`config.mk`:
```
export PLATFORM = sky130hd
export DESIGN_NAME = sram_icb_arb
export DESIGN_NICKNAME = d
export VERILOG_FILES = /design/src/rtl/sram_icb_arb_pkg.sv /design/src/rtl/sram_icb_rr2.sv /design/src/rtl/sram_icb_arb.sv
export SDC_FILE = /design/constraint.sdc
export NUM_CORES = 1
export LEC_CHECK = 0
export ABC_AREA = 1
export ABC_CLOCK_PERIOD_IN_PS = 2100
export CAP_MARGIN = 20
export CORE_AREA = 2 2 124 126
export CTS_BUF_LIST = sky130_fd_sc_hd__clkbuf_4
export DETAILED_ROUTE_END_ITERATION = 8
export DIE_AREA = 0 0 126 128
export PLACE_DENSITY = 0.69
export REMOVE_ABC_BUFFERS = 1
export SKIP_LAST_GASP = 1
export SYNTH_ARGS = -nofsm -noshare
export SYNTH_HDL_FRONTEND = slang
export SYNTH_SLANG_ARGS = --single-unit
```
`constraint.sdc`:
```
create_clock -name clk -period 2.1 [get_ports clk]
set_clock_uncertainty 0.05 [all_clocks]
set_input_delay 0.21 -clock clk [delete_from_list [all_inputs] [get_ports clk]]
set_output_delay 0.21 -clock clk [all_outputs]
set_load 0.05 [all_outputs]
```
`src/rtl/sram_icb_arb_pkg.sv`:
```
// Shared types and constants for the two-master ICB arbiter in front of the SRAM slave.
package sram_icb_arb_pkg;

    typedef enum logic [1:0] {
        ARB_IDLE = 2'd0,
        ARB_RD   = 2'd1,
        ARB_WRSP = 2'd2
    } arb_state_e;

    localparam int ICB_ADDR_W = 32;
    localparam int ICB_DATA_W = 32;

    // Master index encoding used by grant, owner and last_gnt.
    localparam logic MST_M0 = 1'b0;
    localparam logic MST_M1 = 1'b1;

endpackage

```
`src/rtl/sram_icb_rr2.sv`:
```
// Two-way round-robin grant: a lone requester wins, a tie goes to the master not granted last.
module sram_icb_rr2
    import sram_icb_arb_pkg::*;
(
    input  logic [1:0] req,
    input  logic       last_gnt,
    output logic       gnt
);

    always_comb begin
        gnt = MST_M0;
        if (req == 2'b11) begin
            gnt = ~last_gnt;
        end else if (req[1]) begin
            gnt = MST_M1;
        end
    end

endmodule

```
`src/rtl/sram_icb_arb.sv`:
```
// Shares one SRAM ICB slave between m0 (fetch) and m1 (load/store), one transaction in flight,
// with write responses generated locally because the slave only responds to reads.
module sram_icb_arb
    import sram_icb_arb_pkg::*;
#(
    parameter int ADDR_W = ICB_ADDR_W,
    parameter int DATA_W = ICB_DATA_W
) (
    input  logic                clk,
    input  logic                rst,

    input  logic                m0_icb_cmd_valid,
    output logic                m0_icb_cmd_ready,
    input  logic [ADDR_W-1:0]   m0_icb_cmd_addr,
    input  logic                m0_icb_cmd_read,
    input  logic [DATA_W-1:0]   m0_icb_cmd_wdata,
    input  logic [DATA_W/8-1:0] m0_icb_cmd_wmask,
    output logic                m0_icb_rsp_valid,
    input  logic                m0_icb_rsp_ready,
    output logic                m0_icb_rsp_err,
    output logic [DATA_W-1:0]   m0_icb_rsp_rdata,

    input  logic                m1_icb_cmd_valid,
    output logic                m1_icb_cmd_ready,
    input  logic [ADDR_W-1:0]   m1_icb_cmd_addr,
    input  logic                m1_icb_cmd_read,
    input  logic [DATA_W-1:0]   m1_icb_cmd_wdata,
    input  logic [DATA_W/8-1:0] m1_icb_cmd_wmask,
    output logic                m1_icb_rsp_valid,
    input  logic                m1_icb_rsp_ready,
    output logic                m1_icb_rsp_err,
    output logic [DATA_W-1:0]   m1_icb_rsp_rdata,

    output logic                s_icb_cmd_valid,
    input  logic                s_icb_cmd_ready,
    output logic [ADDR_W-1:0]   s_icb_cmd_addr,
    output logic                s_icb_cmd_read,
    output logic [DATA_W-1:0]   s_icb_cmd_wdata,
    output logic [DATA_W/8-1:0] s_icb_cmd_wmask,
    input  logic                s_icb_rsp_valid,
    output logic                s_icb_rsp_ready,
    input  logic                s_icb_rsp_err,
    input  logic [DATA_W-1:0]   s_icb_rsp_rdata,

    output arb_state_e          dbg_state
);

    arb_state_e        state;
    logic              owner;
    logic              last_gnt;
    logic [ADDR_W-1:0] addr_q;
    logic              wr_err_q;
    logic              rst_q;

    logic              gnt;
    logic              is_idle;
    logic              blocked;
    logic              cmd_hs;
    logic              own_rsp_ready;
    logic              rsp_valid;
    logic              rsp_err;
    logic [DATA_W-1:0] rsp_rdata;

    sram_icb_rr2 u_rr2 (
        .req      ({m1_icb_cmd_valid, m0_icb_cmd_valid}),
        .last_gnt (last_gnt),
        .gnt      (gnt)
    );

    assign is_idle   = (state == ARB_IDLE);
    // No command may be accepted during reset or in the first cycle after it.
    assign blocked   = rst | rst_q;
    assign cmd_hs    = s_icb_cmd_valid & s_icb_cmd_ready;
    assign dbg_state = state;

    always_comb begin
        s_icb_cmd_valid  = 1'b0;
        s_icb_cmd_addr   = addr_q;
        s_icb_cmd_read   = 1'b0;
        s_icb_cmd_wdata  = '0;
        s_icb_cmd_wmask  = '0;
        m0_icb_cmd_ready = 1'b0;
        m1_icb_cmd_ready = 1'b0;
        if (is_idle) begin
            if (gnt == MST_M1) begin
                s_icb_cmd_valid  = m1_icb_cmd_valid & ~blocked;
                s_icb_cmd_addr   = m1_icb_cmd_addr;
                s_icb_cmd_read   = m1_icb_cmd_read;
                s_icb_cmd_wdata  = m1_icb_cmd_wdata;
                s_icb_cmd_wmask  = m1_icb_cmd_wmask;
                m1_icb_cmd_ready = s_icb_cmd_ready & ~blocked;
            end else begin
                s_icb_cmd_valid  = m0_icb_cmd_valid & ~blocked;
                s_icb_cmd_addr   = m0_icb_cmd_addr;
                s_icb_cmd_read   = m0_icb_cmd_read;
                s_icb_cmd_wdata  = m0_icb_cmd_wdata;
                s_icb_cmd_wmask  = m0_icb_cmd_wmask;
                m0_icb_cmd_ready = s_icb_cmd_ready & ~blocked;
            end
        end
    end

    assign own_rsp_ready = (owner == MST_M1) ? m1_icb_rsp_ready : m0_icb_rsp_ready;

    always_comb begin
        rsp_valid       = 1'b0;
        rsp_err         = 1'b0;
        rsp_rdata       = '0;
        s_icb_rsp_ready = 1'b0;
        case (state)
            // Stray slave responses (e.g. left over from an abandoned read) are swallowed here.
            ARB_IDLE: s_icb_rsp_ready = 1'b1;
            ARB_RD: begin
                rsp_valid       = s_icb_rsp_valid;
                rsp_err         = s_icb_rsp_err;
                rsp_rdata       = s_icb_rsp_rdata;
                s_icb_rsp_ready = own_rsp_ready;
            end
            ARB_WRSP: begin
                rsp_valid = 1'b1;
                rsp_err   = wr_err_q;
            end
            default: s_icb_rsp_ready = 1'b0;
        endcase
        if (rst) begin
            rsp_valid = 1'b0;
        end
    end

    always_comb begin
        m0_icb_rsp_valid = 1'b0;
        m0_icb_rsp_err   = 1'b0;
        m0_icb_rsp_rdata = '0;
        m1_icb_rsp_valid = 1'b0;
        m1_icb_rsp_err   = 1'b0;
        m1_icb_rsp_rdata = '0;
        if (owner == MST_M1) begin
            m1_icb_rsp_valid = rsp_valid;
            m1_icb_rsp_err   = rsp_err;
            m1_icb_rsp_rdata = rsp_rdata;
        end else begin
            m0_icb_rsp_valid = rsp_valid;
            m0_icb_rsp_err   = rsp_err;
            m0_icb_rsp_rdata = rsp_rdata;
        end
    end

    always_ff @(posedge clk) begin
        rst_q <= rst;
        if (rst) begin
            state    <= ARB_IDLE;
            owner    <= MST_M0;
            last_gnt <= MST_M1;
            addr_q   <= '0;
            wr_err_q <= 1'b0;
        end else begin
            case (state)
                ARB_IDLE: begin
                    if (cmd_hs) begin
                        owner    <= gnt;
                        last_gnt <= gnt;
                        addr_q   <= s_icb_cmd_addr;
                        if (s_icb_cmd_read) begin
                            state <= ARB_RD;
                        end else begin
                            // Slave err is combinational on the address, so it is valid right now.
                            state    <= ARB_WRSP;
                            wr_err_q <= s_icb_rsp_err;
                        end
                    end
                end
                ARB_RD: begin
                    if (s_icb_rsp_valid && s_icb_rsp_ready) begin
                        state <= ARB_IDLE;
                    end
                end
                ARB_WRSP: begin
                    if (own_rsp_ready) begin
                        state <= ARB_IDLE;
                    end
                end
                default: state <= ARB_IDLE;
            endcase
        end
    end

endmodule

```
==> impl_metrics.toml, run 1 <==
[critical_path]
critPathTopFamily = "buffers and inverters"
crit_required_ps = 1840
crit_slowest_cell = "dfxtp_4"
critPathArrivalTime_ps = 1870
crit_buf_inv = 6
crit_path_start_kind = "flop"
cp_max_fo = 9
critPathKind = "reg -> out"
cpMostUsedCell = "buf_12"
critPathMaxStageDelay_ps = 390
cp_cell_sequence = "inv_4, ha_4, inv_6, nor2_4, buf_8, buf_12, buf_16, a22o_1, buf_12"
crit_path_end_kind = "output pin"

[route]
drc = 0
wl_per_cell_um = 18.77
drt_wl_total_um = 19220
drt_iter0_markers = 152
avgViaCountPerCell = 4.720
vias = 4833
drtPass1Iterations = 4
detail-route-antenna-nets = 0

[synth]
seq_area_frac_synth = 0.2569
syn_area_mm2 = 0.002962
yosysWarnings = 0
synthCells = 507
ys_ff_latch = 38
syn_area_per_cell_um2 = 5.841
synth_cell_types = 22

[floorplanning]
rows = 45
initial_utilization = 0.1992
io_pins = 322
design.core.area_mm2 = 0.01486
chipWidth_um = 126
die_h_um = 128
die_area_mm2 = 0.01613

[clocking]
ctsHoldBuffers = 0
cts_root_buf = "clkbuf_4"
cts_tree = "done"
clock_latency_ps = 340
clk_pin_slew_worst_paths_ps = 130
h-tree-depth = 2
clock-sinks = 38
cts_made_buffers = 5
clock_path_buffers = 2

[min_path]
hold_class = "in -> reg"

[placed_design]
placed_area_mm2 = 0.007766
post-place-ws_ps = -107.1
port_buffers = 321
place.gp.congestion = 0.8298
dp_hpwl_um = 13150
dpl.cell_count = 992

[job]
maxCapViolCount = 0

[pwr]
p_per_area_mw_per_mm2 = 1105
vdd_drop_max_mv = 0.6896
leakage_uw = 0.003771

[finish]
fin_cells = 1024
final_nets = 1015
fin_util = 0.5898
drive_gt1_frac = 0.3433
fin_area_mm2 = 0.008767
syn_to_final_growth_pct = 196.0

[global_route]
grt_pass1_vias = 4836
grt_max_degree = 57
overflow = 0
grt_first_pass_wirelength_um = 27510
antenna_found_initial = 5
grtUsageTotal = 0.2169

[sta]
rsz0062_at_grt = "true"
layout_min_cycle_time_ps = 2134
setup_viol = 22
clock.fmax_ghz = 0.4686
finalMaxSlewViolations = 0
hold_violations = 0
relSlewSlack = 0.6468
post-route-period-util = 1.016
setup_ws_ps = -34.02
worstMarginPinSlew_ps = 528.1

[outcome]
outcome = "complete, but fails checks"
violations = "negative setup slack"
==> routing by layer <==
| layer | part of all wire | vias to the layer above | wire length [um] | track usage |
|---|---|---|---|---|
| met4 | 0.029 | 4 | 561 | 0.06658 |
| met3 | 0.078 | 43 | 1501 | 0.05968 |
| met2 | 0.50 | 223 | 9584 | 0.3896 |
| li1 | - | 2317 | - | - |
| met1 | 0.39 | 2246 | 7552 | 0.2508 |
| met5 | 0.0012 | - | 23 | 0 |
==> worst paths after layout <==
kind | startpoint | to | slack [ps] | cells after the start
setup / recovery | dbg_state[0]$_SDFFE_PP0P_ | s_icb_cmd_wdata[23] | -30 | 9
hold / removal | rst | rst_q$_DFF_P_ | 340 | 1
setup reg to reg | dbg_state[0]$_SDFFE_PP0P_ | addr_q[16]$_SDFFE_PP0P_ | 270 | 10
hold reg to reg | wr_err_q$_SDFFE_PP0P_ | wr_err_q$_SDFFE_PP0P_ | 450 | 2
==> synth_stat cells <==
master	count	area (um2)
clkinv_1	2	7.510
o211ai_1	1	7.510
buf_2	15	75.07
nor4_1	1	6.260
inv_1	46	172.7
nor2_4	1	11.26
a21oi_2	1	8.760
dfxtp_1	38	760.7
o21ai_0	34	170.2
buf_6	2	22.52
nand3_1	36	180.2
inv_2	1	3.750
a22o_1	36	315.3
nor3_1	65	325.3
clkbuf_1	19	71.32
a21oi_1	5	25.02
nand2_1	117	439.2
nor2_2	1	6.260
buf_1	3	11.26
nor2_1	77	289.0
ha_1	3	37.54
clkbuf_2	3	15.01
==> sequential cells by signal, indices dropped and copies added (netlist names) <==
register,count
last_gnt,1
owner,1
wr_err_q,1
addr_q,32
dbg_state,2
rst_q,1
==> per-stage QoR <==
stage / hold WS [ps] / setup TNS [ps] / power, uW
finish: 335.8 / -343.9 / 9683
global route: 310.9 / -4785 / 10020
CTS: 324.6 / -1716 / 9340
detailed placement: 442.3 / -1927 / 8281
global placement: 413.0 / -1317 / 8239
floorplan: 187.7 / -193470 / 4416
==> cell families after synthesis <==
| logic type | share of synthesized area |
|---|---|
| compound gates | 0.1779 |
| fa+ha+maj | 0.01268 |
| buf+inv | 0.1280 |
| flops | 0.2569 |
| simple gates | 0.4246 |
==> timing repair <==
item                                    in CTS  in global routing
buffers inserted                            10                  3
cloned                                       6                  4
pin swaps                                    5                 11
endpoints found under the setup margin     137                118
gates resized for setup                     99                 35
==> cell type report <==
class	instances	area, um2
sequential	38	768.2
clock inverter	2	15.01
multi-input combinational	378	2390
clock buffer	5	37.54
tap	188	235.2
antenna	3	7.507
timing repair buffer	361	5115
inverter	49	198.9
fill	1215	6097
==> power by group <==
part / leakage (uW) / internal [uW] / switching, uW
Clock: 0.0000233 / 124 / 268
Sequential: 0.000310 / 801 / 50.0
Combinational: 0.00344 / 3770 / 4670
Total: 0.00377 / 4700 / 4980
==> layout by cell type, fill, tap and decap left out, types with 2 or more instances in the layout <==
master             n
nand2_1          113
nor3_4            15
a21oi_1            5
buf_6              5
dfxtp_2            3
clkdlybuf4s50_1  179
a22o_4             6
nand3_1            4
nand2_2            3
clkbuf_16          3
clkinv_1           2
a22o_1            29
buf_4             25
ha_4               2
nor3_1            27
clkinvlp_4         2
inv_4              2
nor3_2            23
dfxtp_1           34
buf_12           142
inv_1             42
clkbuf_4           5
nor2_4             3
nor2_1            75
o21ai_0           33
nand3_2           32
diode_2            3
buf_16             5
Note: power is estimated with default switching activity, not from simulation.
==> run 2, diff against run 1 <==
Settings changed: ABC_CLOCK_PERIOD_IN_PS 2100 to 2400, PLACE_DENSITY 0.69 to 0.72, SKIP_CTS_REPAIR_TIMING from default to 1, SYNTH_HIERARCHICAL from default to 1.
Clock period 2.1 ns to 2.4 ns, I/O delays scaled along.
==> impl_metrics.toml, run 2 <==
[sta]
worstMarginPinSlew_ps = 599.2
post-route-period-util = 0.9485
finalMaxSlewViolations = 0
hold_ws_ps = 384.6
layout_min_cycle_time_ps = 2276
setup_viol = 0
rsz0062_at_grt = "true"
hold_violations = 0
relSlewSlack = 0.6000
clock.fmax_ghz = 0.4393

[finish]
largest_reg_flops = 32
final_cell_mix = "clkdlybuf4s50_1 (180), buf_12 (114), nand2_1 (92)"
fill_cells = 1399
largest_register = "addr_q"
n_antenna_cell = 0
final_common_cell = "clkdlybuf4s50_1"
final_nets = 1034
drive_gt1_frac = 0.2148
syn_to_final_growth_pct = 132.7

[synth]
ys_ff_latch = 38
synth_cell_types = 28
synth_most_common_cell = "nand2_1"
syn_area_per_cell_um2 = 5.938
ys_async_sr_fraction = 0
yosysTopAreaCellShare = 0.2280
synth_edf_count = 0
syn_area_mm2 = 0.003337
synth_flop_cell = "dfxtp_1"
synthCells = 562
synth_common_cells = "nand2_1 (92), inv_1 (76), a21oi_1 (70), nand3_1 (70), nor3_1 (66)"
yosys.area.top_type = "dfxtp_1"
yosysWarnings = 6
ys_top_cells_by_area = "dfxtp_1 (23%), a21oi_1 (10%), nand3_1 (10%)"
seq_area_frac_synth = 0.2280

[route]
vias = 4800
drtPass1Iterations = 6
drt_wl_total_um = 15710
wl_per_cell_um = 15.11
drt_iter0_markers = 314
detail-route-antenna-nets = 0
avgViaCountPerCell = 4.615
drc = 0

[clocking]
h-tree-depth = 2
clk_pin_slew_worst_paths_ps = 110
clock_latency_ps = 330
cts_made_buffers = 5
clock-sinks = 38
cts_root_buf = "clkbuf_4"
cts_tree = "done"
clock_path_buffers = 2

[pwr]
p_per_area_mw_per_mm2 = 1064
vdd_drop_max_mv = 0.5663
total_power_uw = 8260
leakage_uw = 0.003145

[global_route]
grt_first_pass_wirelength_um = 23990
grtUsageTotal = 0.1825
grt_max_degree = 100
antenna_found_initial = 1
overflow = 0
grt_pass1_vias = 4330

[critical_path]
crit_path_end_kind = "output pin"
regToRegSetupSlack_ps = 510
critPathArrivalTime_ps = 1990
reg2reg_to = "addr_q[9]$_SDFFE_PP0P_"
crit_path_start_kind = "primary input"
critPathKind = "in -> out"
crit_required_ps = 2110
cp_max_fo = 8
r2r_cells = 8
r2r-start = "dbg_state[0]$_SDFFE_PP0P_"

[floorplanning]
rows = 45
die_h_um = 128
chipWidth_um = 126
initial_utilization = 0.2245
design.core.area_mm2 = 0.01486
io_pins = 322
die_area_mm2 = 0.01613

[job]
maxCapViolCount = 0

[min_path]
min_to = "rst_q$_DFF_P_"
min_from = "rst"
holdPathStages = 1
hold_class = "in -> reg"

[placed_design]
dp_hpwl_um = 12340
port_buffers = 321
place.gp.congestion = 0.7980

[outcome]
outcome = "finished, final reports clean"
-- run 2: cell count changes after synthesis, sizes merged, moves of 19 or more --
cell / previous run / this run
o211ai: 1 / 32
buf: 20 / 39
a21oi: 6 / 74
nand3: 36 / 71
inv: 47 / 79
nand2: 117 / 93
a22o: 36 / 0
nor2: 79 / 12
-- run 2: final cells by class --
| class | count | area (um2) | area share |
|---|---|---|---|
| Timing Repair Buffer | 338 | 4414 | 0.5684 |
| Multi-Input combinational cell | 390 | 2002 | 0.2578 |
| Sequential cell | 38 | 760.7 | 0.09795 |
| Inverter | 79 | 301.5 | 0.03883 |
| Tap cell | 188 | 235.2 | 0.03029 |
| Clock buffer | 6 | 45.04 | 0.005800 |
| Clock inverter | 1 | 7.507 | 0.0009667 |
-- run 2: critical path, cell delays in order --
cell and delay, ps:
clkdlybuf4s50_1 480, inv_1 70, a21oi_4 230, buf_4 230, or2_1 110, o21ai_0 80, or2_2 300, inv_1 100
buf_12 140
-- run 2: worst max-delay path by stage --
| stage | cells past startpoint | end | start |
|---|---|---|---|
| floorplan | 9 | dbg_state[0]$_SDFFE_PP0P_ | dbg_state[0]$_SDFFE_PP0P_ |
| global placement | 9 | s_icb_cmd_read | m1_icb_cmd_valid |
| detailed placement | 9 | s_icb_cmd_read | m1_icb_cmd_valid |
| CTS | 6 | s_icb_cmd_wdata[29] | dbg_state[0]$_SDFFE_PP0P_ |
| global route | 6 | s_icb_cmd_addr[13] | dbg_state[0]$_SDFFE_PP0P_ |
| finish | 9 | s_icb_cmd_read | m1_icb_cmd_valid |
-- run 2: layer usage --
layer  up-vias  wire (um)  GRT usage
met1      2137       6331     0.2226
met4         2        202    0.03426
met3        14       1326    0.05718
li1       2462          -          -
met5         -         14          0
met2       185       7837     0.3185
-- run 2: kinds of logic (layout without fill, tap and decap cells) --
kind of cell | Yosys count | count (layout) | share of synthesized area
adder cells (fa/ha/maj) | 3 | 3 | 0.01125
buffers and inverters | 134 | 424 | 0.1789
flip-flops | 38 | 38 | 0.2280
AO/OA/AOI/OAI | 142 | 142 | 0.2456
AND/OR/NAND/NOR | 245 | 245 | 0.3363
-- run 2: where the power goes --
group | internal (uW) | switching [uW] | leakage [uW] | total (uW)
clock network | 121 | 217 | 0.0000278 | 338
logic | 2890 | 4320 | 0.00281 | 7210
registers | 682 | 29.8 | 0.000308 | 712
-- run 2: stage by stage --
stage | TNS, ps | instance area, um2 | instances | utilization | setup slack (ps)
finish | 0 | 7766 | 1040 | 0.5225 | 123.5
global route | -11.58 | 7766 | 1040 | 0.5225 | -11.58
CTS | 0 | 7761 | 1040 | 0.5221 | 34.15
detailed placement | 0 | 7709 | 1033 | 0.5186 | 123.5
global placement | 0 | 7709 | 1033 | 0.5186 | 127.8
floorplan | -249850 | 3039 | 507 | - | -2447
